<file path="src/rtl/uart_rx_param.sv">
// Purpose: parameterised UART receiver (data bits, parity mode, stop bits) with a 2-flop rx synchronizer.
// Latency: rx_valid appears 4 + CLKS_PER_BIT/2 + (DATA_BITS + P + STOP_BITS)*CLKS_PER_BIT clk cycles after the rx falling edge.
// Backpressure: none; rx_valid is a one-cycle pulse, and rx_data holds its value until the next completed frame.
module uart_rx_param #(
    parameter int CLKS_PER_BIT = 5208,
    parameter int DATA_BITS    = 8,
    parameter int PARITY       = 0,
    parameter int STOP_BITS    = 1
) (
    input  logic                 clk,
    input  logic                 rst,
    input  logic                 rx,
    output logic [DATA_BITS-1:0] rx_data,
    output logic                 rx_valid,
    output logic                 parity_err,
    output logic                 frame_err,
    output logic                 busy
);

    localparam int             CW        = $clog2(CLKS_PER_BIT);
    localparam int             BW        = 4;
    localparam logic [CW-1:0]  BIT_LAST  = CW'(CLKS_PER_BIT - 1);
    localparam logic [CW-1:0]  HALF      = CW'(CLKS_PER_BIT / 2);
    localparam logic [BW-1:0]  DATA_LAST = BW'(DATA_BITS - 1);
    localparam logic [BW-1:0]  STOP_LAST = BW'(STOP_BITS - 1);

    typedef enum logic [2:0] {
        ST_IDLE,
        ST_START,
        ST_DATA,
        ST_PARITY,
        ST_STOP,
        ST_DONE,
        ST_WAIT_HIGH
    } state_t;

    state_t                 state_q, state_d;
    logic [1:0]             sync_q, sync_d;
    logic [CW-1:0]          cnt_q, cnt_d;
    logic [BW-1:0]          bit_q, bit_d;
    logic [DATA_BITS-1:0]   shift_q, shift_d;
    logic                   perr_acc_q, perr_acc_d;
    logic                   ferr_acc_q, ferr_acc_d;
    logic [DATA_BITS-1:0]   rx_data_q, rx_data_d;
    logic                   rx_valid_q, rx_valid_d;
    logic                   parity_err_q, parity_err_d;
    logic                   frame_err_q, frame_err_d;
    logic                   rx_s;

    // Synchronizer: shift the raw line through two flops; sync_q[1] is the only copy the FSM sees.
    always_comb begin
        sync_d = {sync_q[0], rx};
    end

    assign rx_s = sync_q[1];

    // Next-state and datapath: every sample is taken on the edge that leaves a bit period.
    always_comb begin
        state_d      = state_q;
        cnt_d        = cnt_q + CW'(1);
        bit_d        = bit_q;
        shift_d      = shift_q;
        perr_acc_d   = perr_acc_q;
        ferr_acc_d   = ferr_acc_q;
        rx_data_d    = rx_data_q;
        rx_valid_d   = 1'b0;
        parity_err_d = 1'b0;
        frame_err_d  = 1'b0;

        case (state_q)
            ST_IDLE: begin
                cnt_d      = '0;
                bit_d      = '0;
                perr_acc_d = 1'b0;
                ferr_acc_d = 1'b0;
                if (!rx_s) begin
                    state_d = ST_START;
                end
            end
            ST_START: begin
                // Re-check the start bit near its middle; a high line here was only a glitch.
                if (cnt_q == HALF) begin
                    state_d = rx_s ? ST_IDLE : ST_DATA;
                end
            end
            ST_DATA: begin
                if (cnt_q == BIT_LAST) begin
                    cnt_d   = '0;
                    shift_d = {rx_s, shift_q[DATA_BITS-1:1]};
                    if (bit_q == DATA_LAST) begin
                        bit_d   = '0;
                        state_d = (PARITY != 0) ? ST_PARITY : ST_STOP;
                    end else begin
                        bit_d = bit_q + BW'(1);
                    end
                end
            end
            ST_PARITY: begin
                if (cnt_q == BIT_LAST) begin
                    // Odd mode wants the XOR of data and parity bit to be 1, even mode wants 0.
                    if (PARITY == 1) begin
                        perr_acc_d = ~(^shift_q ^ rx_s);
                    end else begin
                        perr_acc_d = ^shift_q ^ rx_s;
                    end
                    state_d = ST_STOP;
                end
            end
            ST_STOP: begin
                if (cnt_q == BIT_LAST) begin
                    cnt_d = '0;
                    if (!rx_s) begin
                        ferr_acc_d = 1'b1;
                    end
                    if (bit_q == STOP_LAST) begin
                        bit_d        = '0;
                        state_d      = ST_DONE;
                        rx_valid_d   = 1'b1;
                        rx_data_d    = shift_q;
                        parity_err_d = perr_acc_d;
                        frame_err_d  = ferr_acc_d;
                    end else begin
                        bit_d = bit_q + BW'(1);
                    end
                end
            end
            ST_DONE: begin
                // A framing error usually means a break; wait for the line to recover before rearming.
                state_d = frame_err_q ? ST_WAIT_HIGH : ST_IDLE;
            end
            ST_WAIT_HIGH: begin
                cnt_d = '0;
                if (rx_s) begin
                    state_d = ST_IDLE;
                end
            end
            default: begin
                state_d = ST_IDLE;
            end
        endcase

        // The bit-period counter restarts on every state change.
        if (state_d != state_q) begin
            cnt_d = '0;
        end
    end

    // State and datapath registers with synchronous reset.
    always_ff @(posedge clk) begin
        if (rst) begin
            state_q      <= ST_IDLE;
            sync_q       <= 2'b11;
            cnt_q        <= '0;
            bit_q        <= '0;
            shift_q      <= '0;
            perr_acc_q   <= 1'b0;
            ferr_acc_q   <= 1'b0;
            rx_data_q    <= '0;
            rx_valid_q   <= 1'b0;
            parity_err_q <= 1'b0;
            frame_err_q  <= 1'b0;
        end else begin
            state_q      <= state_d;
            sync_q       <= sync_d;
            cnt_q        <= cnt_d;
            bit_q        <= bit_d;
            shift_q      <= shift_d;
            perr_acc_q   <= perr_acc_d;
            ferr_acc_q   <= ferr_acc_d;
            rx_data_q    <= rx_data_d;
            rx_valid_q   <= rx_valid_d;
            parity_err_q <= parity_err_d;
            frame_err_q  <= frame_err_d;
        end
    end

    assign rx_data    = rx_data_q;
    assign rx_valid   = rx_valid_q;
    assign parity_err = parity_err_q;
    assign frame_err  = frame_err_q;
    assign busy       = (state_q != ST_IDLE) && (state_q != ST_WAIT_HIGH);

endmodule
</file>
<file path="config.mk">
export PLATFORM = sky130hd
export DESIGN_NAME = uart_rx_param
export DESIGN_NICKNAME = d
export VERILOG_FILES = /design/src/rtl/uart_rx_param.sv
export SDC_FILE = /design/constraint.sdc
export NUM_CORES = 1
export LEC_CHECK = 0
export BUFFER_PORTS_ARGS = -buffer_cell sky130_fd_sc_hd__buf_4
export CAP_MARGIN = 10
export CORE_MARGIN = 8
export CORE_UTILIZATION = 36
export DETAILED_ROUTE_END_ITERATION = 8
export PLACE_DENSITY = 0.52
export SLEW_MARGIN = 20
export SYNTH_ARGS = -nofsm -noshare
export SYNTH_HDL_FRONTEND = slang
export SYNTH_SLANG_ARGS = --single-unit
</file>
<file path="constraint.sdc">
create_clock -name clk -period 5.7 [get_ports clk]
set_input_delay 0.855 -clock clk [delete_from_list [all_inputs] [get_ports clk]]
set_output_delay 0.855 -clock clk [all_outputs]
set_load 0.01 [all_outputs]
</file>
==> results of run 1 <==
[worst paths after layout]
| path | startpoint | to | slack, ps |
|---|---|---|---|
| worst max-delay path | cnt_q[0] | cnt_q[11] | 3280 |
| worst min-delay path | sync_q[0] | sync_q[1] | 420 |
| worst max register to register | cnt_q[0] | cnt_q[11] | 3280 |
| worst min register to register | sync_q[0] | sync_q[1] | 420 |
[cells in the mapped netlist, drive strengths merged]
| cell type | count |
|---|---|
| o2111a | 1 |
| or2 | 3 |
| nor4bb | 2 |
| nand4b | 1 |
| or4 | 2 |
| xor2 | 7 |
| a31o | 1 |
| a211oi | 1 |
| nor2b | 2 |
| inv | 12 |
| and2 | 2 |
| ha | 4 |
| clkbuf | 6 |
| dfxtp | 43 |
| nand2b | 1 |
| nor4b | 2 |
| nor2 | 26 |
| and4 | 1 |
| nand2 | 11 |
| xnor2 | 11 |
| or3b | 1 |
| o32a | 1 |
| a21oi | 11 |
| and4bb | 4 |
| a311oi | 2 |
| o211ai | 2 |
| mux2i | 16 |
| o21ai | 5 |
| nor3b | 1 |
| nand3b | 2 |
| or3 | 1 |
| and3 | 2 |
| nand4 | 5 |
| o31ai | 2 |
| nand3 | 7 |
| nor3 | 19 |
| buf | 5 |
| a31oi | 3 |
[state kept, by name (all words and copies together) (netlist names)]
name and cells:
sync_q 2, ferr_acc_q 1, shift_q 8, rx_data 8, state_q 3, parity_err 1, bit_q 4, cnt_q 13
rx_valid 1, perr_acc_q 1, frame_err 1
[stage by stage]
| step | power (mW) | cell area (µm²) | util |
|---|---|---|---|
| floorplan | 0.325 | 2110 | - |
| global placement | 0.329 | 2240 | 0.388 |
| detailed placement | 0.329 | 2240 | 0.388 |
| CTS | 0.519 | 2330 | 0.403 |
| global route | 0.534 | 2330 | 0.403 |
| finish | 0.511 | 2330 | 0.403 |
[logic make-up (layout without fill, tap and decap cells)]
kind of cell    count (synthesis)  after routing  synth area share
mux                            16             16            0.0760
buf+inv                        23             34            0.0511
xor+xnor                       18             18            0.0748
simple gates                   95             95             0.270
flops                          43             43             0.409
compound gates                 29             29            0.0956
fa+ha+maj                       4              4            0.0238
[area by class of cell]
cell class / instances / share of cell area
clock buffers: 6 / 0.0312
inverters: 12 / 0.0193
clock inverters: 2 / 0.00537
multi-input cells: 162 / 0.489
repair buffers: 14 / 0.0451
flip-flops and latches: 43 / 0.370
well taps: 75 / 0.0403
[metal layers]
layer  track usage  wire (µm)  up-vias
met4        0.0483         54        0
met3        0.0307        232        4
met1         0.139       2150      737
met2         0.151       1870       43
li1              -          -      818
met5             0          0        -
[report_power, final]
part / switching (mW) / internal, mW / total [mW] / leakage (nW)
sequential: 0.00291 / 0.301 / 0.304 / 0.347
combinational: 0.0107 / 0.00631 / 0.0170 / 0.446
clock: 0.104 / 0.0857 / 0.190 / 0.0412
total: 0.118 / 0.393 / 0.511 / 0.834
[cell usage in the layout, fill, tap and decap left out, types with 3 or more instances in the layout]
master,count
and4bb_4,3
nand3_1,5
nor2_1,26
a21oi_1,11
o21ai_0,5
buf_4,14
a31oi_1,3
nor3_1,18
or2_2,3
inv_1,12
mux2i_1,16
dfxtp_1,43
xor2_1,7
xnor2_1,11
nand4_1,5
clkbuf_8,5
nand2_1,11
ha_1,4
==> metrics.txt, run 1 <==
Lkg Pwr=0.834 nW; Post-Syn Area per Cell=9.24 µm²; Pwr per Cell Area=220 nW/µm²; R2R cell count=6; post-route DRC violation count=0; worst path cell trace=ha_1 -> and4bb_4 -> nand3_4 -> nor4b_4 -> o32a_4 -> nor3_1; Routed Wire Length=4300 µm; first-pass GRT wire length=7260 µm; Setup WS post-layout=3280 ps; top post-synthesis cells by area=dfxtp_1, mux2i_1, nor2_1, xnor2_1, nor3_1; clk_skew=8.57 ps; CP required=5850 ps; Ys Warns=0; Final setup viols=0; number of port buffers=14; Hold Slack=422 ps; hold_buf cts=0; grt ovf=0; register area=861 µm²; worst slew pin tran=848 ps; # diodes=0; CTS resizes=0; Die Width=92.5 µm; Post-Layout Cell Count=314; HP Class=reg2reg; die area=8560 µm²; hold path depth=1; clk buf depth=2; synthesized area=2110 µm²; number of global-route vias before repair=1507; Post-CTS Setup Inserts=0; slowest cell on the critical path=nor4b_4; Place WS=3230 ps; crit path DAT=2570 ps; Peak Freq=413 MHz; core area=5780 µm²; # fillers=595; Die Ht=92.5 µm; area of the multi-input gates=1140 µm²; MaxCap Viol Count=0; top cell type by total area after synthesis=dfxtp_1; num ports=15; CTS tree=done; synth unique cells=46; pin count of the biggest net entering global routing=30; synthesized net count=235; CTS buffer count=5; vias=1602; iteration-0 DRC count of the detailed router=120; antenna viol nets, final=0; CP peak stage delay=770 ps; CP Max Fanout=13; status=completed; CP top delay family=simple AND/OR/NAND/NOR gates; sequential share of the synthesized area=0.409; Bufs and invs on worst path=0; kind of critical path=reg2reg; initial antenna violation count=0; gr usage total=0.105; CP Depth=6; worst ir drop on vdd=106 µV; Final Critical Period=2420 ps; kind of start point of the critical path=flop; # rows=28; share of layout cells above drive strength 1=0.151; Area Growth Syn to Fin=10.5%; clock insertion delay at the later pin of the skew report=290 ps; Sink Count=43; Tcrit/Tclk final=0.424; Clock transition at path regs=80 ps; HPWL Detailed=3020 µm; Root Driver=clkbuf_8; Initial Util=0.365; Slew headroom=0.433; first-pass iteration count of the detailed router=4; WL/cell=13.7 µm; Yosys top cell area share=0.409; htree depth=2; Post-layout nets=245; TNS Setup=0 ps; Inst Count DP=306; RSZ-0062 raised after global routing=no; number of synthesized register bits=43; vias per inst=5.10; Synth Instances=228; Slew Limit Fails=0; Critical Path Sink Type=flop; Final Hold Fails=0; Placer Congestion=0.756
Power figures use the tool's default switching activity.
==> inputs of run 2 (changes only) <==
- clock period: 5.7 -> 2.4 ns (I/O delays scaled with it)
==> metrics.txt, run 2 (synthesis gave the netlist of run 1 again) <==
gr usage total=0.109; kind of start point of the critical path=flop; TNS Setup=0 ps; Final Critical Period=2110 ps; vias per inst=5.07; HPWL Detailed=3070 µm; Area Growth Syn to Fin=11.2%; Initial Util=0.365; MaxCap Viol Count=0; Slew headroom=0.569; Placer Congestion=0.808; Root Driver=clkbuf_8; status=completed; RSZ-0062 raised after global routing=no; Clock power frac=0.371; Die Ht=92.5 µm; die area=8560 µm²; Top reg by flops=cnt_q; most frequent cells in the layout=dfxtp_1, nor2_1, nor3_1; antenna viol nets, final=0; Setup WS post-layout=288 ps; Slew Limit Fails=0; worst path cell trace=ha_1 -> and4bb_4 -> nand3_4 -> nor4b_4 -> buf_4 -> mux2i_1 -> nor2_1; kind of critical path=reg2reg; Pwr per Cell Area=519 nW/µm²; reg2reg setup slack=290 ps; hold_buf cts=0; clk buf depth=2; Clock transition at path regs=80 ps; CP Max Fanout=6; Routed Wire Length=4380 µm; clock insertion delay at the later pin of the skew report=290 ps; hold wc startpoint=rx; leading cell type in the layout, fill and taps excluded=dfxtp_1; Hold Slack=253 ps; register area=861 µm²; Place WS=283 ps; # diodes=0; WL/cell=13.9 µm; CTS resizes=0; Peak Freq=473 MHz; slowest cell on the critical path=nor4b_4; first-pass GRT wire length=7580 µm; clk_skew=9.42 ps; htree depth=2; hold path depth=2; CTS buffer count=5; worst r2r src=cnt_q[0]; # fillers=586; pin count of the biggest net entering global routing=30; CP peak stage delay=450 ps; R2R cell count=7; Inst Count DP=308; num ports=15; number of global-route vias before repair=1518; Final Hold Fails=0; grt ovf=0; post-route DRC violation count=0; Final setup viols=0; iteration-0 DRC count of the detailed router=92; first-pass iteration count of the detailed router=4; Critical Path Sink Type=flop; Post-Layout Cell Count=316; NetSw=0.286 mW; core area=5780 µm²; # rows=28; Design Power=1.22 mW; worst slew pin tran=645 ps; Pint=0.930 mW; Tcrit/Tclk final=0.880; Combinational Power Share=0.034; crit path DAT=2290 ps; area of the multi-input gates=1140 µm²; Seq pwr share=0.594; vias=1602; Post-CTS Setup Inserts=0; share of layout cells above drive strength 1=0.162; Post-layout nets=247; Worst Hold Path EP=sync_q[0]; number of port buffers=14; max reg flops=13; initial antenna violation count=0; RR Endpoint=rx_data[1]; CTS tree=done; Sink Count=43; Die Width=92.5 µm; Lkg Pwr=0.851 nW; worst ir drop on vdd=229 µV; CP required=2570 ps; switch share=0.235; HP Class=in2reg
## run 2: layout make-up
cell class / count / share of cell area
clock buffers: 5 / 0.0294
clock inverters: 3 / 0.00641
inverters: 12 / 0.0192
multi-input cells: 162 / 0.486
flip-flops and latches: 43 / 0.368
well taps: 75 / 0.0401
repair buffers: 16 / 0.0513
## run 2: worst max-delay path, delay by kind of cell, from the launching register on
kind          cells  cell delay, ps
simple gates      4             900
fa+ha+maj         1             280
mux               1             190
buf+inv           1             250
flops             1             380
## run 2: metrics by stage
step	utilization	area [µm²]
after floorplan	-	2110
after global placement	0.391	2260
after detailed placement	0.391	2260
after CTS	0.405	2340
after global routing	0.405	2340
final	0.405	2340
## run 2: layer usage
| metal | vias up | track usage | wire [µm] |
|---|---|---|---|
| met5 | - | 0 | 0 |
| met4 | 0 | 0.0322 | 25 |
| met3 | 2 | 0.0324 | 154 |
| met2 | 29 | 0.160 | 1930 |
| met1 | 745 | 0.148 | 2270 |
| li1 | 826 | - | - |
## run 2: how the worst max path moves through the flow
stage	startpoint	endpoint	slack [ps]	cells past startpoint
3_3_place_gp	cnt_q[0]	rx_data[5]	330	7
3_5_place_dp	cnt_q[0]	rx_data[3]	280	7
6_report	cnt_q[0]	rx_data[1]	290	7
5_1_grt	cnt_q[0]	rx_data[5]	110	7
2_1_floorplan	cnt_q[0]	cnt_q[8]	550	8
4_1_cts	cnt_q[0]	rx_data[1]	280	7
## run 2: power groups by stage
| stage | Clock [mW] | Combinational (mW) | Sequential, mW |
|---|---|---|---|
| after floorplan | 0 | 0.0394 | 0.733 |
| after global placement | 0 | 0.0427 | 0.740 |
| after detailed placement | 0 | 0.0423 | 0.739 |
| after CTS | 0.470 | 0.0425 | 0.723 |
| after global routing | 0.497 | 0.0465 | 0.724 |
| final | 0.451 | 0.0419 | 0.723 |
